**config.mk**
```make
export PLATFORM = sky130hd
export DESIGN_NAME = imm_encoder
export DESIGN_NICKNAME = d
export VERILOG_FILES = /design/src/rtl/imm_pkg.sv /design/src/rtl/imm_pack.sv /design/src/rtl/imm_encoder.sv
export SDC_FILE = /design/constraint.sdc
export NUM_CORES = 1
export LEC_CHECK = 0
export CORE_ASPECT_RATIO = 1.75
export CORE_MARGIN = 3
export CORE_UTILIZATION = 46
export DETAILED_ROUTE_END_ITERATION = 16
export PLACE_DENSITY_LB_ADDON = 0.25
export SYNTH_ARGS = -nofsm -noshare
export SYNTH_HDL_FRONTEND = slang
export SYNTH_SLANG_ARGS = --single-unit
```
**constraint.sdc**
```tcl
create_clock -name clk -period 2.79 [get_ports clk]
set_input_delay 0.558 -clock clk [delete_from_list [all_inputs] [get_ports clk]]
set_output_delay 0.558 -clock clk [all_outputs]
set_load 0.02 [all_outputs]
```
**src/rtl/imm_pkg.sv**
```systemverilog
// Shared types for the immediate decoder/encoder pair: format select codes,
// encoder FSM states and the sign-extension legality helper.
package imm_pkg;

    typedef enum logic [2:0] {
        IMM_I = 3'b000,
        IMM_S = 3'b001,
        IMM_B = 3'b010,
        IMM_U = 3'b011,
        IMM_J = 3'b100
    } imm_sel_t;

    typedef enum logic [1:0] {
        ST_IDLE,
        ST_RUN,
        ST_DONE
    } enc_state_t;

    localparam logic [7:0] ERR_COUNT_MAX = 8'hFF;

    // True when imm[31:lsb] are all copies of the sign bit, i.e. the value
    // survives truncation to an (lsb+1)-bit signed field.
    function automatic logic upper_uniform(input logic [31:0] imm, input int unsigned lsb);
        logic ok;
        ok = 1'b1;
        for (int i = 0; i < 32; i++) begin
            if ((i >= int'(lsb)) && (imm[i] != imm[31])) ok = 1'b0;
        end
        return ok;
    endfunction

endpackage

```
**src/rtl/imm_pack.sv**
```systemverilog
// Combinational packer: scatters an immediate and register fields into an
// RV32 instruction word and flags immediates the chosen format cannot carry.
module imm_pack
    import imm_pkg::*;
(
    input  logic [2:0]  sel,
    input  logic [31:0] imm,
    input  logic [6:0]  opcode,
    input  logic [4:0]  rd,
    input  logic [4:0]  rs1,
    input  logic [4:0]  rs2,
    input  logic [2:0]  funct3,
    output logic [31:0] instr,
    output logic        range_err,
    output logic        align_err,
    output logic        sel_err
);

    always_comb begin
        instr     = '0;
        range_err = 1'b0;
        align_err = 1'b0;
        sel_err   = 1'b0;
        case (sel)
            IMM_I: begin
                instr     = {imm[11:0], rs1, funct3, rd, opcode};
                range_err = !upper_uniform(imm, 11);
            end
            IMM_S: begin
                instr     = {imm[11:5], rs2, rs1, funct3, imm[4:0], opcode};
                range_err = !upper_uniform(imm, 11);
            end
            IMM_B: begin
                instr     = {imm[12], imm[10:5], rs2, rs1, funct3, imm[4:1], imm[11], opcode};
                range_err = !upper_uniform(imm, 12);
                align_err = imm[0];
            end
            IMM_U: begin
                instr     = {imm[31:12], rd, opcode};
                align_err = |imm[11:0];
            end
            IMM_J: begin
                instr     = {imm[20], imm[10:1], imm[11], imm[19:12], rd, opcode};
                range_err = !upper_uniform(imm, 20);
                align_err = imm[0];
            end
            default: sel_err = 1'b1;
        endcase
    end

endmodule

```
**src/rtl/imm_encoder.sv**
```systemverilog
// Streams encoded instructions into program memory with a one-cycle output
// register; illegal beats are dropped and tallied in sticky flags and a counter.
module imm_encoder
    import imm_pkg::*;
#(
    parameter int unsigned       ADDR_W    = 8,
    parameter logic [ADDR_W-1:0] BASE_ADDR = '0
) (
    input  logic              clk,
    input  logic              rst_n,
    input  logic              start,
    input  logic              in_valid,
    output logic              in_ready,
    input  logic              in_last,
    input  logic [2:0]        in_imm_sel,
    input  logic [31:0]       in_imm,
    input  logic [6:0]        in_opcode,
    input  logic [4:0]        in_rd,
    input  logic [4:0]        in_rs1,
    input  logic [4:0]        in_rs2,
    input  logic [2:0]        in_funct3,
    output logic              pm_we,
    output logic [ADDR_W-1:0] pm_addr,
    output logic [31:0]       pm_wdata,
    output logic              busy,
    output logic              done,
    output logic              err_range,
    output logic              err_align,
    output logic              err_sel,
    output logic              overflow,
    output logic [7:0]        err_count
);

    enc_state_t        state;
    enc_state_t        state_nx;
    logic [ADDR_W-1:0] addr;
    logic [31:0]       instr;
    logic              range_err;
    logic              align_err;
    logic              sel_err;
    logic              accept;
    logic              legal;
    logic              write;
    logic              at_last_addr;

    imm_pack u_pack (
        .sel       (in_imm_sel),
        .imm       (in_imm),
        .opcode    (in_opcode),
        .rd        (in_rd),
        .rs1       (in_rs1),
        .rs2       (in_rs2),
        .funct3    (in_funct3),
        .instr     (instr),
        .range_err (range_err),
        .align_err (align_err),
        .sel_err   (sel_err)
    );

    assign in_ready     = (state == ST_RUN) && !start;
    assign accept       = in_valid && in_ready;
    assign legal        = !(range_err || align_err || sel_err);
    assign write        = accept && legal;
    assign at_last_addr = (addr == {ADDR_W{1'b1}});

    // An accepted in_last ends the load even when that beat itself is dropped.
    always_comb begin
        state_nx = state;
        case (state)
            ST_IDLE: if (start) state_nx = ST_RUN;
            ST_RUN: begin
                if (start)
                    state_nx = ST_RUN;
                else if (accept && (in_last || (legal && at_last_addr)))
                    state_nx = ST_DONE;
            end
            ST_DONE: if (start) state_nx = ST_RUN;
            default: state_nx = ST_IDLE;
        endcase
    end

    // A write registered just before a restart still goes out at its old address.
    always_ff @(posedge clk) begin
        if (!rst_n) begin
            state     <= ST_IDLE;
            busy      <= 1'b0;
            done      <= 1'b0;
            addr      <= BASE_ADDR;
            pm_we     <= 1'b0;
            pm_addr   <= '0;
            pm_wdata  <= '0;
            err_range <= 1'b0;
            err_align <= 1'b0;
            err_sel   <= 1'b0;
            overflow  <= 1'b0;
            err_count <= '0;
        end else begin
            state <= state_nx;
            busy  <= (state_nx == ST_RUN);
            done  <= (state_nx == ST_DONE);
            pm_we <= write;
            if (write) begin
                pm_addr  <= addr;
                pm_wdata <= instr;
            end
            if (start) begin
                addr      <= BASE_ADDR;
                err_range <= 1'b0;
                err_align <= 1'b0;
                err_sel   <= 1'b0;
                overflow  <= 1'b0;
                err_count <= '0;
            end else begin
                if (write && !at_last_addr) addr <= addr + ADDR_W'(1);
                if (accept && !legal) begin
                    err_range <= err_range | range_err;
                    err_align <= err_align | align_err;
                    err_sel   <= err_sel | sel_err;
                    if (err_count != ERR_COUNT_MAX) err_count <= err_count + 8'd1;
                end
                if ((state == ST_DONE) && in_valid) overflow <= 1'b1;
            end
        end
    end

endmodule

```
### After elaboration in Yosys (flattened, before gate mapping)

Index checks and enable logic that the tools add are counted.

* register bits after elaboration: 65
* output and inout bits: 56

* $add $sub $neg: 2
* equality and inequality tests: 30
* mux-type cells: 62
* bitwise logic cells: 4
* reductions and logical operators: 26

Operator list (number)
* one-hot mux 32 bit (5 select lines): 1
* 2-to-1 mux 1 bit: 55
* != test 1 bit: 20
* adder 8 x 1 -> 8 bit (second input constant): 2
* OR reduction 12 bit: 1
* equality test 8 bit (second input constant): 1
* logical AND 1 bit: 8
* != test 8 bit (second input constant): 1
* logical NOT 1 bit: 7
* equality test 3 x 2 -> 1 bit (second input constant): 2
* 2-to-1 mux 2 bit: 3
* OR reduction 2 bit: 3
* OR reduction 5 bit: 1
* equality test 2 x 1 -> 1 bit (second input constant): 2
* equality test 2 bit (second input constant): 2
* one-hot mux 1 bit (4 select lines): 1
* one-hot mux 2 bit (2 select lines): 1
* equality test 3 x 1 -> 1 bit (second input constant): 1
* equality test 3 bit (second input constant): 1
* logical NOT 3 bit: 1
* logical OR 1 bit: 3
* OR 1 bit: 3
* logical NOT 2 bit: 1
* one-hot mux 1 bit (2 select lines): 1
* other kinds (2): 2

### Depth between registers and ports, before layout

* depth in word-level cells: 34
* gate-level depth with buffers: 8
* mapped depth without buffers: 6

### Cells and area by module

From an unflattened synthesis, not the netlist that was laid out.

* cell total of the unflattened synthesis: 447
* area total of the unflattened synthesis: 3547.2 um^2

Modules (own cells, without submodules)
* imm_encoder: times used 1, cells each 291, area each 2576.2 um^2, sequential area each 1301.2 um^2
* imm_pack: times used 1, cells each 156, area each 970.9 um^2, sequential area each 0.0 um^2

### Least setup slack after synthesis

No wires, ideal clock.

* path kind: input to register
* from: input in_imm[6]
* to: register addr[5]
* arrival: 2276 ps
* required time: 2720 ps
* slack: 444 ps
* stages on the path: 6
* buffers on the path: 0
* path through: nor4_1 -> a311oi_2 -> a211o_2 -> nor4_4 -> or4b_1 -> a21oi_1

* word-level cells in the longest chain between the ends: 7

RTL lines
* start, declared: line imm_encoder.sv:16 `input logic [31:0] in_imm,`
* OR reduction 12 bit: line imm_pack.sv:40 `align_err = |imm[11:0];`
* one-hot mux 1 bit (2 select lines): line imm_pack.sv:24 `case (sel)`
* logical OR 1 bit (2 in series): line imm_encoder.sv:62 `assign legal = !(range_err || align_err || sel_err);`
* logical NOT 1 bit: line imm_encoder.sv:62
* logical AND 1 bit: line imm_encoder.sv:63 `assign write = accept && legal;`
* logical AND 1 bit: line imm_encoder.sv:114 `if (write && !at_last_addr) addr <= addr + ADDR_W'(1);`
* end signal, assigned: line imm_encoder.sv:114
* end, declared: line imm_encoder.sv:36 `logic [ADDR_W-1:0] addr;`

No other way between the ends.
A chain may end at the register's enable or synchronous reset.

### Worst setup path in the final report

* from: input in_imm[26]
* to: register addr[3]

* word-level cells in the longest chain between the ends: 14

RTL lines
* != test 1 bit *: line imm_pkg.sv:27 `if ((i >= int'(lsb)) && (imm[i] != imm[31])) ok = 1'b0;`
* 2-to-1 mux 1 bit (5 in series): line imm_pkg.sv:27
* 2-to-1 mux 1 bit: line imm_pack.sv:24
* logical NOT 1 bit (on tied branches)
* one-hot mux 1 bit (4 select lines) *: line imm_pack.sv:24
* logical OR 1 bit * (2 in series): line imm_encoder.sv:62
* logical NOT 1 bit *: line imm_encoder.sv:62
* logical AND 1 bit *: line imm_encoder.sv:63
* logical AND 1 bit *: line imm_encoder.sv:114

Every way passes the cells marked *; elsewhere a longest branch is shown, timed or not. The select of a mux whose other input is x is not followed.

==> impl_metrics.tcl <==
set metrics [dict create \
    status "complete, no violations" \
    yosysSeqAreaShare_pct 37.3 \
    p_switching_mw 0.594 \
    min_period_over_period_pct 97.0 \
    core_area_mm2 0.00728 \
    cts_root_buffer "clkbuf_16" \
    path_cells "clkdlybuf4s50_1, nor4_1, buf_4, nand3_1, a31oi_1, nand3_1, buf_4, o31a_1, o21a_1" \
    slowest_delay_ns 0.45 \
    grt_overflow_total 0 \
    hold_path.class "reg2reg" \
    synth_cells 413 \
    criticalPathCategory "in2reg" \
    dp_worst_setup_slack_ns -0.217 \
    vias 3895 \
    grt_pass1_wl_um 18500 \
    die_y_um 121 \
    combPwrFrac_pct 15.7 \
    grt_use_total_pct 27.3 \
    cts_hold_buf 0 \
    dieArea_mm2 0.00870 \
    total_power_mw 2.40 \
    cts_tree "built" \
    final_cell_mix "clkdlybuf4s50_1, dfxtp_1, nor2_1" \
    place_hpwl_um 8920 \
    diodes 0 \
    ctsResizeCount 0 \
    netSwitchingFraction_pct 24.7 \
    drv_cap 0 \
    synth_area_per_cell_um2 8.44 \
    cp.required_ns 3.01 \
    p_clk_share_pct 45.2 \
    clk_latency_ns 0.34 \
    powerDensity_mw_per_mm2 449 \
    ys.flop_type "dfxtp_1" \
    maxClockFrequency_mhz 369 \
    clk_pin_slew_ns 0.05 \
    cp.depth 9 \
    io_pins 121 \
    drc 0 \
    rr_worst_depth 5 \
    cts_sinks 65 \
    finalHoldViolCount 0 \
    nets 636 \
    peakVddDrop_mv 0.403 \
    drv_slew 0 \
    cts_buffer_depth 2 \
    grt_pass1_vias 3920 \
    max-slew-margin-rel_pct 58.2 \
    drt_iter0_drc 235 \
    viasPerCell 5.90 \
    whs_ns 0.455 \
    synth_cell_types 58 \
    globalplace.congestion 0.958 \
    synth_area_mm2 0.00349 \
    io_buffers 120 \
    start_kind "input port" \
    async_flop_share_pct 0 \
    start_util_pct 47.9 \
    dp_cells 644 \
    antenna_found_initial 0 \
    n_fill_cell 580 \
    multi_input_area_mm2 0.00203 \
    htreeDepth 3 \
    synth-edff-count 0 \
    critPathTopFamily "buffers and inverters" \
    cts_buffers 9 \
    cp_num_buf_inv 3 \
    p_int_mw 1.81 \
    final_common_cell "clkdlybuf4s50_1" \
    setup_ws_ns 0.0831 \
    ant_nets 0 \
    core.rowCount 41 \
    power_leakage_nw 1.98 \
    worst_ep_arrival_time_ns 2.93 \
    ys_ff_latch 65 \
    rsz0062_at_grt "no" \
    grt_max_degree 46 \
    setup_viol_count_final 0 \
    fin_crit_ns 2.71 \
    wl_per_cell_um 18.0 \
    path_max_fanout 6 \
    fin_cells 660 \
    die_x_um 71.8 \
    cp_slowest_cell "clkdlybuf4s50_1" \
    first_pass_iters 5 \
    fin_skew_ns 0.00342 \
    wirelength_um 11900 \
    postCtsSetupRepairBufs 0 \
    drive_gt1_share_pct 15.9 \
    hold_depth 2 \
    synth_warnings 0 \
    seq_power_share_pct 39.2 \
    syn_nets 480 \
    regArea_mm2 0.00130 \
    end_kind "flop" \
    syn_to_final_growth_pct 53.5 \
    tightest_slew_ns 0.625 \
]
==> cells by family after synthesis <==
group / after synthesis / synth area share, %
and+or+nand+nor: 160 / 24.2
AOI/OAI and AO/OA: 123 / 24.1
DFF: 65 / 37.3
buffers and inverters: 32 / 4.52
muxes: 28 / 8.40
xor gates and xnor gates: 3 / 0.754
adders and majority gates: 2 / 0.718
==> registers in the layout (all words and copies together) (netlist names) <==
name and flops:
pm_wdata 32, addr 8, err_count 8, pm_addr 8
state 2, busy 1, done 1, err_align 1
err_range 1, err_sel 1, overflow 1, pm_we 1
==> per-layer routing <==
metal	wire, µm	share of wire (%)	GRT usage, %
met5	0	0	0
met4	494	4.2	16.8
met3	708	6.0	4.73
met2	6450	54	50.3
met1	4230	36	27.5
==> final timing paths <==
path	slack (ns)	start	end
worst max-delay path	0.08	in_imm[26]	addr[3]
worst min-delay path	0.46	pm_wdata[12]	pm_wdata[12]
worst max register to register	0.67	state[0]	err_count[7]
worst min register to register	0.46	pm_wdata[12]	pm_wdata[12]
==> metrics by stage <==
step	util (%)	setup TNS (ns)	instance area [µm²]
after floorplan	-	0	3490
after global placement	69.5	-2.81	5060
after detailed placement	69.5	-4.59	5060
after CTS	73.5	0	5350
after global routing	73.5	0	5350
final	73.5	0	5350
==> cell usage after synthesis (2+ instances only) <==
cell type,count,area [µm²]
a22oi_1,10,75.1
or4_1,5,37.5
ha_1,2,25.0
nor4_2,2,25.0
a211oi_1,11,82.6
nor2b_1,19,119
a2111oi_0,2,17.5
and3_1,3,18.8
nand2b_1,3,18.8
nand4_1,7,43.8
o41ai_1,2,17.5
nor4_1,7,43.8
or3_1,5,31.3
a21oi_1,48,240
o21ai_0,5,25.0
nor3_1,3,15.0
nand2_1,29,109
inv_1,4,15.0
mux2_2,10,113
buf_6,3,33.8
o31ai_1,2,15.0
o211a_1,7,70.1
o21a_1,2,15.0
dfxtp_1,65,1300
mux2i_1,18,180
clkbuf_1,14,52.6
buf_1,5,18.8
nand3_1,12,60.1
xnor2_1,3,26.3
a31oi_1,4,25.0
o31a_1,3,26.3
o22ai_1,8,50.1
o211ai_1,3,22.5
buf_2,4,20.0
and2_1,2,12.5
nor2_1,54,203
a221o_1,6,60.1
==> tightest hold or removal path, cell delays in order (launching register included) <==
cell     delay (ns)
dfxtp_1        0.30
nand2_1        0.05
a21oi_1        0.05
==> final cells by class <==
| type | instances | area share, % |
|---|---|---|
| sequential | 65 | 24.3 |
| inverter | 5 | 0.351 |
| clock inverter | 3 | 0.444 |
| tap | 86 | 2.01 |
| timing repair buffer | 172 | 30.0 |
| clock buffer | 13 | 5.05 |
| multi-input combinational | 316 | 37.9 |
==> power by group through the flow <==
| stage | clock (mW) | combinational, mW | sequential [mW] |
|---|---|---|---|
| floorplan | 0 | 0.152 | 0.967 |
| global placement | 0 | 0.364 | 0.960 |
| detailed placement | 0 | 0.369 | 0.961 |
| CTS | 1.10 | 0.373 | 0.941 |
| global route | 1.14 | 0.401 | 0.941 |
| finish | 1.09 | 0.376 | 0.941 |
No activity file was read; power rests on OpenSTA's default activity.
